[src/rtl/vga_pkg.sv]
// Shared types, timing defaults and geometry helpers for the VGA scanout.
// Optional feature macro: VGA_SCAN_BORDER_EN (adds the border flag to scan_flags_t).
package vga_pkg;

    typedef struct packed {
        logic [2:0] r;
        logic [2:0] g;
        logic [1:0] b;
    } rgb332_t;

    localparam int DEF_H_VIS  = 640;
    localparam int DEF_H_FP   = 16;
    localparam int DEF_H_SYNC = 96;
    localparam int DEF_H_BP   = 48;
    localparam int DEF_V_VIS  = 480;
    localparam int DEF_V_FP   = 10;
    localparam int DEF_V_SYNC = 2;
    localparam int DEF_V_BP   = 33;

    // Per-pixel flags that travel alongside the RAM read.
    typedef struct packed {
        logic active;
        logic in_win;
        logic hs;
        logic vs;
        logic vblank;
        logic first;
`ifdef VGA_SCAN_BORDER_EN
        logic rim;
`endif
    } scan_flags_t;

    function automatic int line_total(input int vis, input int fp, input int sync, input int bp);
        return vis + fp + sync + bp;
    endfunction

    function automatic int win_off(input int vis, input int fb, input int scale);
        return (vis - fb * scale) / 2;
    endfunction

    function automatic scan_flags_t flags_idle();
        scan_flags_t f;
        f        = '0;
        f.vblank = 1'b1;
        return f;
    endfunction

endpackage

[src/rtl/vga_timing.sv]
// Raster counters, raw sync/visibility flags and framebuffer address generation.
// Optional feature macro: VGA_SCAN_BORDER_EN (adds the rim flag output).
module vga_timing
    import vga_pkg::*;
#(
    parameter int H_VIS  = DEF_H_VIS,
    parameter int H_FP   = DEF_H_FP,
    parameter int H_SYNC = DEF_H_SYNC,
    parameter int H_BP   = DEF_H_BP,
    parameter int V_VIS  = DEF_V_VIS,
    parameter int V_FP   = DEF_V_FP,
    parameter int V_SYNC = DEF_V_SYNC,
    parameter int V_BP   = DEF_V_BP,
    parameter int FB_W   = 320,
    parameter int FB_H   = 240,
    parameter int SCALE  = 2
) (
    input  logic                    clk,
    input  logic                    rst,
    output logic                    active,
    output logic                    in_window,
    output logic                    hs_on,
    output logic                    vs_on,
    output logic                    vblank,
    output logic                    first_px,
`ifdef VGA_SCAN_BORDER_EN
    output logic                    rim,
`endif
    output logic [$clog2(FB_W)-1:0] x_a,
    output logic [$clog2(FB_H)-1:0] y_a
);

    localparam int H_TOTAL = line_total(H_VIS, H_FP, H_SYNC, H_BP);
    localparam int V_TOTAL = line_total(V_VIS, V_FP, V_SYNC, V_BP);
    localparam int HW      = $clog2(H_TOTAL);
    localparam int VW      = $clog2(V_TOTAL);
    localparam int XW      = $clog2(FB_W);
    localparam int YW      = $clog2(FB_H);
    localparam int X_OFF   = win_off(H_VIS, FB_W, SCALE);
    localparam int Y_OFF   = win_off(V_VIS, FB_H, SCALE);
    localparam int X_SPAN  = FB_W * SCALE;
    localparam int Y_SPAN  = FB_H * SCALE;

    localparam logic [HW-1:0] H_LAST   = HW'(H_TOTAL - 1);
    localparam logic [VW-1:0] V_LAST   = VW'(V_TOTAL - 1);
    localparam logic [1:0]    SUB_LAST = 2'(SCALE - 1);

    logic [HW-1:0] hcnt_r, h_nx_s;
    logic [VW-1:0] vcnt_r, v_nx_s;
    logic [XW-1:0] x_r, x_nx_s;
    logic [YW-1:0] yl_r, yl_nx_s, y_a_r;
    logic [1:0]    xsub_r, xsub_nx_s, ysub_r, ysub_nx_s;
    logic          h_wrap_s, win_nx_s;

    function automatic logic in_x(input logic [HW-1:0] h);
        return (int'(h) >= X_OFF) && (int'(h) < X_OFF + X_SPAN);
    endfunction

    function automatic logic in_y(input logic [VW-1:0] v);
        return (int'(v) >= Y_OFF) && (int'(v) < Y_OFF + Y_SPAN);
    endfunction

    // Next raster position; addresses are computed for that position so they line up with it.
    always_comb begin
        h_wrap_s = (hcnt_r == H_LAST);
        h_nx_s   = h_wrap_s ? '0 : hcnt_r + HW'(1);
        if (h_wrap_s) begin
            v_nx_s = (vcnt_r == V_LAST) ? '0 : vcnt_r + VW'(1);
        end else begin
            v_nx_s = vcnt_r;
        end
        win_nx_s = in_x(h_nx_s) && in_y(v_nx_s);
    end

    // Row counter steps once per SCALE lines while inside the window rows.
    always_comb begin
        yl_nx_s   = yl_r;
        ysub_nx_s = ysub_r;
        if (!h_wrap_s) begin
            yl_nx_s   = yl_r;
            ysub_nx_s = ysub_r;
        end else if (!in_y(v_nx_s) || (int'(v_nx_s) == Y_OFF)) begin
            yl_nx_s   = '0;
            ysub_nx_s = 2'd0;
        end else if (ysub_r == SUB_LAST) begin
            yl_nx_s   = yl_r + YW'(1);
            ysub_nx_s = 2'd0;
        end else begin
            ysub_nx_s = ysub_r + 2'd1;
        end
    end

    // Column counter steps once per SCALE pixels inside the window, zero elsewhere.
    always_comb begin
        x_nx_s    = x_r;
        xsub_nx_s = xsub_r;
        if (!win_nx_s || (int'(h_nx_s) == X_OFF)) begin
            x_nx_s    = '0;
            xsub_nx_s = 2'd0;
        end else if (xsub_r == SUB_LAST) begin
            x_nx_s    = x_r + XW'(1);
            xsub_nx_s = 2'd0;
        end else begin
            xsub_nx_s = xsub_r + 2'd1;
        end
    end

    // Counter and address state.
    always_ff @(posedge clk or posedge rst) begin
        if (rst) begin
            hcnt_r <= '0;
            vcnt_r <= '0;
            x_r    <= '0;
            xsub_r <= 2'd0;
            yl_r   <= '0;
            ysub_r <= 2'd0;
            y_a_r  <= '0;
        end else begin
            hcnt_r <= h_nx_s;
            vcnt_r <= v_nx_s;
            x_r    <= x_nx_s;
            xsub_r <= xsub_nx_s;
            yl_r   <= yl_nx_s;
            ysub_r <= ysub_nx_s;
            y_a_r  <= win_nx_s ? yl_nx_s : '0;
        end
    end

    assign x_a       = x_r;
    assign y_a       = y_a_r;
    assign active    = (int'(hcnt_r) < H_VIS) && (int'(vcnt_r) < V_VIS);
    assign in_window = in_x(hcnt_r) && in_y(vcnt_r);
    assign hs_on     = (int'(hcnt_r) >= H_VIS + H_FP) && (int'(hcnt_r) < H_VIS + H_FP + H_SYNC);
    assign vs_on     = (int'(vcnt_r) >= V_VIS + V_FP) && (int'(vcnt_r) < V_VIS + V_FP + V_SYNC);
    assign vblank    = (int'(vcnt_r) >= V_VIS);
    assign first_px  = (hcnt_r == '0) && (vcnt_r == '0);
`ifdef VGA_SCAN_BORDER_EN
    assign rim = active && ((int'(hcnt_r) == 0) || (int'(hcnt_r) == H_VIS - 1) ||
                            (int'(vcnt_r) == 0) || (int'(vcnt_r) == V_VIS - 1));
`endif

endmodule

[src/rtl/vga_scan.sv]
// Parametrised VGA scanout: timing, RAM-latency-matched flag pipeline and colour mux.
// Optional feature macro: VGA_SCAN_BORDER_EN (border_col input, outer frame and surround).
module vga_scan
    import vga_pkg::*;
#(
    parameter int H_VIS    = DEF_H_VIS,
    parameter int H_FP     = DEF_H_FP,
    parameter int H_SYNC   = DEF_H_SYNC,
    parameter int H_BP     = DEF_H_BP,
    parameter int V_VIS    = DEF_V_VIS,
    parameter int V_FP     = DEF_V_FP,
    parameter int V_SYNC   = DEF_V_SYNC,
    parameter int V_BP     = DEF_V_BP,
    parameter int SYNC_POL = 0,
    parameter int FB_W     = 320,
    parameter int FB_H     = 240,
    parameter int SCALE    = 2,
    parameter int PIX_BITS = 1,
    parameter int RAM_LAT  = 1
) (
    input  logic                    clk,
    input  logic                    rst,
    output logic [$clog2(FB_W)-1:0] x_a,
    output logic [$clog2(FB_H)-1:0] y_a,
    input  logic [PIX_BITS-1:0]     in_a,
    input  logic [7:0]              fg,
    input  logic [7:0]              bg,
`ifdef VGA_SCAN_BORDER_EN
    input  logic [7:0]              border_col,
`endif
    output logic                    HS,
    output logic                    VS,
    output logic [2:0]              R,
    output logic [2:0]              G,
    output logic [1:0]              B,
    output logic                    vblank,
    output logic                    frame_start
);

    localparam logic        SYNC_ACT   = (SYNC_POL != 0);
    localparam scan_flags_t FLAGS_IDLE = flags_idle();

    if ((PIX_BITS != 1) && (PIX_BITS != 8)) begin : g_bad_pix
        $error("vga_scan: PIX_BITS must be 1 or 8");
    end
    if ((SCALE < 1) || (SCALE > 4)) begin : g_bad_scale
        $error("vga_scan: SCALE must be 1..4");
    end
    if ((RAM_LAT < 1) || (RAM_LAT > 3)) begin : g_bad_lat
        $error("vga_scan: RAM_LAT must be 1..3");
    end
    if ((FB_W * SCALE > H_VIS) || (FB_H * SCALE > V_VIS)) begin : g_bad_fit
        $error("vga_scan: scaled framebuffer exceeds visible area");
    end

    logic        active_s, in_window_s, hs_on_s, vs_on_s, vblank_s, first_s;
    scan_flags_t cur_s, tail_s;
    scan_flags_t dly_r [RAM_LAT];
    rgb332_t     pix_s, col_s;
`ifdef VGA_SCAN_BORDER_EN
    logic        rim_s;
`endif

    vga_timing #(
        .H_VIS (H_VIS), .H_FP (H_FP), .H_SYNC (H_SYNC), .H_BP (H_BP),
        .V_VIS (V_VIS), .V_FP (V_FP), .V_SYNC (V_SYNC), .V_BP (V_BP),
        .FB_W  (FB_W),  .FB_H (FB_H), .SCALE  (SCALE)
    ) u_timing (
        .clk       (clk),
        .rst       (rst),
        .active    (active_s),
        .in_window (in_window_s),
        .hs_on     (hs_on_s),
        .vs_on     (vs_on_s),
        .vblank    (vblank_s),
        .first_px  (first_s),
`ifdef VGA_SCAN_BORDER_EN
        .rim       (rim_s),
`endif
        .x_a       (x_a),
        .y_a       (y_a)
    );

    // Gather counter-stage flags into one bundle.
    always_comb begin
        cur_s        = FLAGS_IDLE;
        cur_s.active = active_s;
        cur_s.in_win = in_window_s;
        cur_s.hs     = hs_on_s;
        cur_s.vs     = vs_on_s;
        cur_s.vblank = vblank_s;
        cur_s.first  = first_s;
`ifdef VGA_SCAN_BORDER_EN
        cur_s.rim    = rim_s;
`endif
    end

    // Delay flags by the RAM latency so they meet in_a for the same pixel.
    always_ff @(posedge clk or posedge rst) begin
        if (rst) begin
            for (int i = 0; i < RAM_LAT; i++) begin
                dly_r[i] <= FLAGS_IDLE;
            end
        end else begin
            dly_r[0] <= cur_s;
            for (int i = 1; i < RAM_LAT; i++) begin
                dly_r[i] <= dly_r[i-1];
            end
        end
    end

    assign tail_s = dly_r[RAM_LAT-1];

    if (PIX_BITS == 1) begin : g_mono
        assign pix_s = in_a[0] ? rgb332_t'(fg) : rgb332_t'(bg);
    end else begin : g_direct
        logic unused_fg_s;
        assign unused_fg_s = ^fg;
        assign pix_s       = rgb332_t'(in_a);
    end

    // Colour selection for the pixel leaving the delay line.
    always_comb begin
        col_s = '0;
        if (!tail_s.active) begin
            col_s = '0;
`ifdef VGA_SCAN_BORDER_EN
        end else if (tail_s.rim) begin
            col_s = rgb332_t'(border_col);
        end else if (tail_s.in_win) begin
            col_s = pix_s;
        end else begin
            col_s = rgb332_t'(border_col);
        end
`else
        end else if (tail_s.in_win) begin
            col_s = pix_s;
        end else begin
            col_s = rgb332_t'(bg);
        end
`endif
    end

    // Output register stage driving the connector pins.
    always_ff @(posedge clk or posedge rst) begin
        if (rst) begin
            HS          <= ~SYNC_ACT;
            VS          <= ~SYNC_ACT;
            R           <= 3'd0;
            G           <= 3'd0;
            B           <= 2'd0;
            vblank      <= 1'b1;
            frame_start <= 1'b0;
        end else begin
            HS          <= tail_s.hs ? SYNC_ACT : ~SYNC_ACT;
            VS          <= tail_s.vs ? SYNC_ACT : ~SYNC_ACT;
            R           <= col_s.r;
            G           <= col_s.g;
            B           <= col_s.b;
            vblank      <= tail_s.vblank;
            frame_start <= tail_s.first;
        end
    end

endmodule
[config.mk]
export PLATFORM = sky130hd
export DESIGN_NAME = vga_scan
export DESIGN_NICKNAME = d
export VERILOG_FILES = /design/src/rtl/vga_pkg.sv /design/src/rtl/vga_timing.sv /design/src/rtl/vga_scan.sv
export SDC_FILE = /design/constraint.sdc
export NUM_CORES = 1
export LEC_CHECK = 0
export CAP_MARGIN = 20
export CELL_PAD_IN_SITES_DETAIL_PLACEMENT = 0
export CELL_PAD_IN_SITES_GLOBAL_PLACEMENT = 1
export CORE_MARGIN = 2
export CORE_UTILIZATION = 46
export CTS_BUF_LIST = sky130_fd_sc_hd__clkbuf_16
export DETAILED_ROUTE_END_ITERATION = 8
export PLACE_DENSITY_LB_ADDON = 0.12
export SLEW_MARGIN = 20
export SYNTH_ARGS = -nofsm -noshare
export SYNTH_HDL_FRONTEND = slang
export SYNTH_HIERARCHICAL = 1
export SYNTH_SLANG_ARGS = --single-unit
[constraint.sdc]
create_clock -name clk -period 6.6 [get_ports clk]
set_clock_uncertainty 0.15 [all_clocks]
set_input_delay 1.32 -clock clk [delete_from_list [all_inputs] [get_ports clk]]
set_output_delay 1.32 -clock clk [all_outputs]
set_load 0.02 [all_outputs]
* Yosys cells after proc, flatten, opt, wreduce, memory -nomap -nowiden
Index checks and enable logic that the tools add are counted.
** Word-level totals
- Register bits after elaboration :: 66
- Input port bits :: 19
- Output and inout port bits :: 29
- Word-level logic and storage cells :: 69
** Cells by class
- Add/sub/neg operators :: 6
- Magnitude comparators :: 9
- Equality and inequality tests :: 4
- Muxes and demuxes :: 17
- Reductions and logical operators :: 14
** Operators with widths (count)
- 8-bit 2-to-1 mux :: 6
- 10-bit zero test :: 4
- 10-bit < comparator, second input constant :: 3
- 10-bit by 9-bit < comparator with 1-bit output, second input constant :: 3
- 10-bit 2-to-1 mux :: 3
- 10-bit by 1-bit adder with 10-bit output, second input constant :: 2
- 10-bit == test, second input constant :: 2
- 10-bit by 9-bit greater-or-equal comparator with 1-bit output, second input constant :: 2
- 9-bit 2-to-1 mux :: 2
- 10-bit greater-or-equal comparator, second input constant :: 1
- 9-bit by 1-bit adder with 9-bit output, second input constant :: 1
- 8-bit by 1-bit adder with 8-bit output, second input constant :: 1
- 2-bit 2-to-1 mux :: 4
- 1-bit logical AND :: 5
- 2-bit by 1-bit adder with 2-bit output, second input constant :: 2
- 2-bit by 1-bit == test with 1-bit output, second input constant :: 2
- 1-bit zero test :: 2
- 1-bit logical OR :: 2
- 1-bit 2-to-1 mux :: 2
- 2-bit nonzero test :: 1

* Logic depth before layout (Yosys ltp)
- Word-level depth :: 9
- Mapped depth :: 10

* Modules after synthesis
Netlist, hierarchy kept.
** By module, submodules not included
- vga_timing :: instances 1, cells an instance 266, area each 2647.5 um^2, sequential area each 1226.2 um^2
- vga_scan :: instances 1, cells an instance 51, area each 665.6 um^2, sequential area each 455.4 um^2

* Worst setup path after synthesis
Ideal clock, no wire load.
- Kind :: flip-flop to flip-flop
- From :: reg u_timing.hcnt_r[7]
- To :: reg u_timing.yl_r[0]
- Arrival :: 2750 ps
- Required time :: 6304 ps
- Slack :: 3554 ps
- Stages on the path, launching flop included :: 9
- Buffers on the path :: 2
- Period minus slack after synthesis :: 3046 ps
- Path through :: dfrtp_1 -> buf_6 -> or4b_4 -> buf_6 -> or4_4 -> o31ai_4 -> nand4_4 -> a2111oi_4 -> nor3_1
** On the way
- Word-level cells in the longest chain between the ends :: 7
** RTL lines
- from (decl) :: line vga_timing.sv:48 : logic [HW-1:0] hcnt_r, h_nx_s;
- from (signal assigned) :: line vga_timing.sv:119 : hcnt_r <= h_nx_s;
- 10-bit == test (*) :: line vga_timing.sv:65 : h_wrap_s = (hcnt_r == H_LAST);
- 10-bit 2-to-1 mux :: line vga_timing.sv:67 : if (h_wrap_s) begin
- 10-bit by 9-bit < comparator with 1-bit output :: line vga_timing.sv:60 : return (int'(v) >= Y_OFF) && (int'(v) < Y_OFF + Y_SPAN);
- 1-bit zero test :: line vga_timing.sv:82 : end else if (!in_y(v_nx_s) || (int'(v_nx_s) == Y_OFF)) begin
- 1-bit logical OR :: line vga_timing.sv:82
- 8-bit 2-to-1 mux :: line vga_timing.sv:82
- 8-bit 2-to-1 mux (*) :: line vga_timing.sv:79 : if (!h_wrap_s) begin
- via u_timing.yl_nx_s[0] :: line vga_timing.sv:51 : logic [YW-1:0] yl_r, yl_nx_s, y_a_r;
- to (signal assigned) :: line vga_timing.sv:123 : yl_r <= yl_nx_s;
- to (decl) :: line vga_timing.sv:51
Mark *: on every way through the listed nets, which the timed path passes. The rest lies on a longest branch.
A chain may end at the register's enable or synchronous reset.

* Worst setup path after layout
- From :: reg u_timing.hcnt_r[0]
- To :: reg u_timing.yl_r[4]
The elaborated chain is that of the path after synthesis.

==> out/metrics.csv <==
metric,value,unit
outcome,finished clean,
power.density,242,nW/um2
cts_tree,yes,
grt_use_total,19.3,%
worst_slew_pin_tran,0.848,ns
io_buffer_count,47,
clk_path_buf_depth,2,
cp_data_arrival_time,3.28,ns
clock_sinks,67,
yosys.area.top_type_share,47.6,%
detail_route.first_pass.iterations,4,
worstHoldPathCells,1,
post_route_cells_drive_above_1_share,12.7,%
syn_area_per_cell,10.5,um2
reg2regPathDepth,7,
path_clk_slew,0.06,ns
yosysWarnings,6,
cts-root-buf,sky130_fd_sc_hd__clkbuf_16,
post_cts_resized,0,
yosysSeqAreaShare,50.8,%
sequential_area,1680,um2
layout_min_cycle_time,3.25,ns
multiInputGateArea,1450,um2
first_pass_grt_wire_length,11.7,mm
timing.critical_path.to_type,flop,
total_leakage_power,1.79,nW
max_cap_viol_count,0,
io-pin-count,48,
r2r_end,u_timing/yl_r[4]$_DFF_PP0_,
layout_worst_path_cycle_share,49.2,%
ant_nets,0,
cts_hold_buffers,0,
worst_hold_startpoint,dly_r[2]$_DFF_PP0_,
route.vias.total,2414,
layout_setup_ws,3.35,ns
syn_inst,317,
final_core_utilization,60.2,%
place_hpwl,4.84,mm
chipWidth,88.9,um
post_synthesis_sequential_element_count,67,
total_negative_setup_slacks,0,ns
worst-r2r-setup-slack,3.35,ns
antenna_violations_before_repair,0,
hold_path_end,VS$_DFF_PP1_,
max-slew-margin-rel,43.5,%
hold_viol_final,0,
drt_drc_violations_left,0,
h-tree-depth,3,
number_of_enable_flip_flop_cells_after_synthesis,0,
peak_vdd_ir,122,uV
postSynth.asyncResetShare,100,%
maxSlewViolCount,0,
type_of_the_worst_min_delay_path,flop to flop,
post_synth_num_cell_types,50,
post-place-ws,3.34,ns
route.detailed.vias_per_inst,5.28,
start_util,48.2,%
yosys.area_share.adder,2.64,%
synth.net_count,343,
routed_wire_length_per_instance,15.0,um
synth_mux_area_share,0.604,%
synth_top_flop_cell,sky130_fd_sc_hd__dfrtp_1,
combinational_family_with_the_most_area_after_synthesis,simple AND/OR/NAND/NOR gates,
cts_buffers,9,
timing.fmax,308,MHz
synth_simple_gate_area_share,23.8,%
number_of_rows_in_the_core_area,30,
die_height,88.9,um
timing.final.setup_violations,0,
initialDrtViolationCount,164,
vias_in_the_first_global_route,2413,
floorplan.core_area,6870,um2
worstSkewPairLatency,0.33,ns
antennaDiodeCount,0,
globalRouteOverflowTotal,0,
num-fill-cells,606,
critPathRequiredTime,6.64,ns
synth_area,3310,um2
rsz0062_at_grt,false,
synth_top_cell_by_area,sky130_fd_sc_hd__dfrtp_1,
maximum_number_of_pins_on_one_net_before_global_route_repair,50,
criticalPathCategory,flop to flop,
critical_path.startpoint_type,flop,
globalplace.congestion,0.825,
synth-xor-area-share,7.14,%
design.final.nets,382,
drt_wl_total,6.86,mm
compound_gate_fraction_of_synth_area,9.48,%
floorplan.die_area,7900,um2
area_delta_synth_final,24.8,%
yosys-top-cells-area,"sky130_fd_sc_hd__dfrtp_1 (48%), sky130_fd_sc_hd__nor3_1 (4.5%), sky130_fd_sc_hd__xor2_1 (4.2%)",
postCtsSetupBuffers,0,
r2r_start,u_timing/hcnt_r[0]$_DFF_PP0_,
crit_path_max_fanout,11,
-- sequential cells by signal (all words and copies together), names as in the netlist, 3 cells and up --
signal / count
u_timing/y_a: 8
R: 3
dly_r: 6
u_timing/hcnt_r: 10
u_timing/yl_r: 8
G: 3
u_timing/x_a: 9
u_timing/vcnt_r: 10
-- synth_stat cells, types with 4 or more instances --
master,number
sky130_fd_sc_hd__buf_2,5
sky130_fd_sc_hd__buf_6,4
sky130_fd_sc_hd__clkbuf_1,9
sky130_fd_sc_hd__dfrtp_1,63
sky130_fd_sc_hd__dfstp_2,4
sky130_fd_sc_hd__ha_1,7
sky130_fd_sc_hd__inv_1,16
sky130_fd_sc_hd__nand2_1,30
sky130_fd_sc_hd__nand3_1,13
sky130_fd_sc_hd__nand4_1,20
sky130_fd_sc_hd__nor2_1,16
sky130_fd_sc_hd__nor3_1,30
sky130_fd_sc_hd__nor4_1,10
sky130_fd_sc_hd__o21ai_0,9
sky130_fd_sc_hd__o21ai_2,8
sky130_fd_sc_hd__xnor2_1,11
sky130_fd_sc_hd__xor2_1,16
-- how the worst max path moves through the flow --
stage,startpoint,end,cells past startpoint
5_1_grt,u_timing/hcnt_r[0]$_DFF_PP0_,u_timing/yl_r[2]$_DFF_PP0_,7
2_1_floorplan,u_timing/hcnt_r[7]$_DFF_PP0_,u_timing/yl_r[0]$_DFF_PP0_,8
3_5_place_dp,u_timing/hcnt_r[0]$_DFF_PP0_,u_timing/yl_r[4]$_DFF_PP0_,7
4_1_cts,u_timing/hcnt_r[0]$_DFF_PP0_,u_timing/yl_r[1]$_DFF_PP0_,7
6_report,u_timing/hcnt_r[0]$_DFF_PP0_,u_timing/yl_r[4]$_DFF_PP0_,7
3_3_place_gp,u_timing/hcnt_r[7]$_DFF_PP0_,u_timing/yl_r[4]$_DFF_PP0_,6
-- logic make-up after synthesis --
kind of cell	count (synthesis)
and+or+nand+nor	144
xor gates and xnor gates	27
DFF	67
muxes	2
AOI/OAI and AO/OA	33
adders and majority gates	7
buffers and inverters	37
-- metal layers --
| layer | part of all wire, % | GRT usage [%] |
|---|---|---|
| met5 | 0 | 0 |
| met4 | 1.3 | 6.34 |
| met3 | 4.2 | 4.85 |
| met2 | 46 | 29.4 |
| met1 | 48 | 27.1 |
-- through the flow --
step           total power, mW  instances  hold slack [ns]  instance area [um2]
6_report                  1.00        457            0.199                 4140
3_5_place_dp             0.464        441            0.191                 3790
4_1_cts                   1.01        457            0.199                 4140
2_1_floorplan            0.443        317            0.181                 3310
3_3_place_gp             0.463        440            0.186                 3790
5_1_grt                   1.04        457            0.209                 4140
-- worst max-delay path, stage by stage, from the launching register on --
cell	delay (ns)
sky130_fd_sc_hd__dfrtp_1	0.40
sky130_fd_sc_hd__ha_1	0.28
sky130_fd_sc_hd__nand3_1	0.36
sky130_fd_sc_hd__or4_4	0.69
sky130_fd_sc_hd__o31ai_4	0.28
sky130_fd_sc_hd__nand4_4	0.15
sky130_fd_sc_hd__a2111oi_4	0.68
sky130_fd_sc_hd__nor3_1	0.12
-- area by class of cell --
type / count / area share [%]
multi-input combinational: 213 / 35.0
sequential: 67 / 40.7
tap: 96 / 2.90
clock inverter: 7 / 2.78
clock buffer: 9 / 5.44
inverter: 16 / 1.48
timing repair buffer: 49 / 11.7
-- cells in the final DEF (no fill, tap or decap), types with 3 or more instances in the layout --
master and n:
sky130_fd_sc_hd__nor3_1 30, sky130_fd_sc_hd__o21ai_2 8, sky130_fd_sc_hd__nand3_1 13, sky130_fd_sc_hd__clkbuf_16 9, sky130_fd_sc_hd__dfstp_2 4, sky130_fd_sc_hd__nand4_1 20
sky130_fd_sc_hd__and2_1 3, sky130_fd_sc_hd__a21oi_1 3, sky130_fd_sc_hd__dfrtp_1 63, sky130_fd_sc_hd__ha_1 7, sky130_fd_sc_hd__xnor2_1 11, sky130_fd_sc_hd__nand2_1 30
sky130_fd_sc_hd__bufinv_16 3, sky130_fd_sc_hd__nor4_1 10, sky130_fd_sc_hd__clkdlybuf4s50_1 47, sky130_fd_sc_hd__and3_1 3, sky130_fd_sc_hd__inv_1 15, sky130_fd_sc_hd__xor2_1 16
sky130_fd_sc_hd__nor2_1 16, sky130_fd_sc_hd__o21ai_0 9
-- report_power, final --
part	total (mW)	internal [mW]	switching [mW]
Sequential	0.416	0.415	0.000834
Clock	0.545	0.368	0.177
Combinational	0.0400	0.0195	0.0205
No activity file was read; power rests on OpenSTA's default activity.
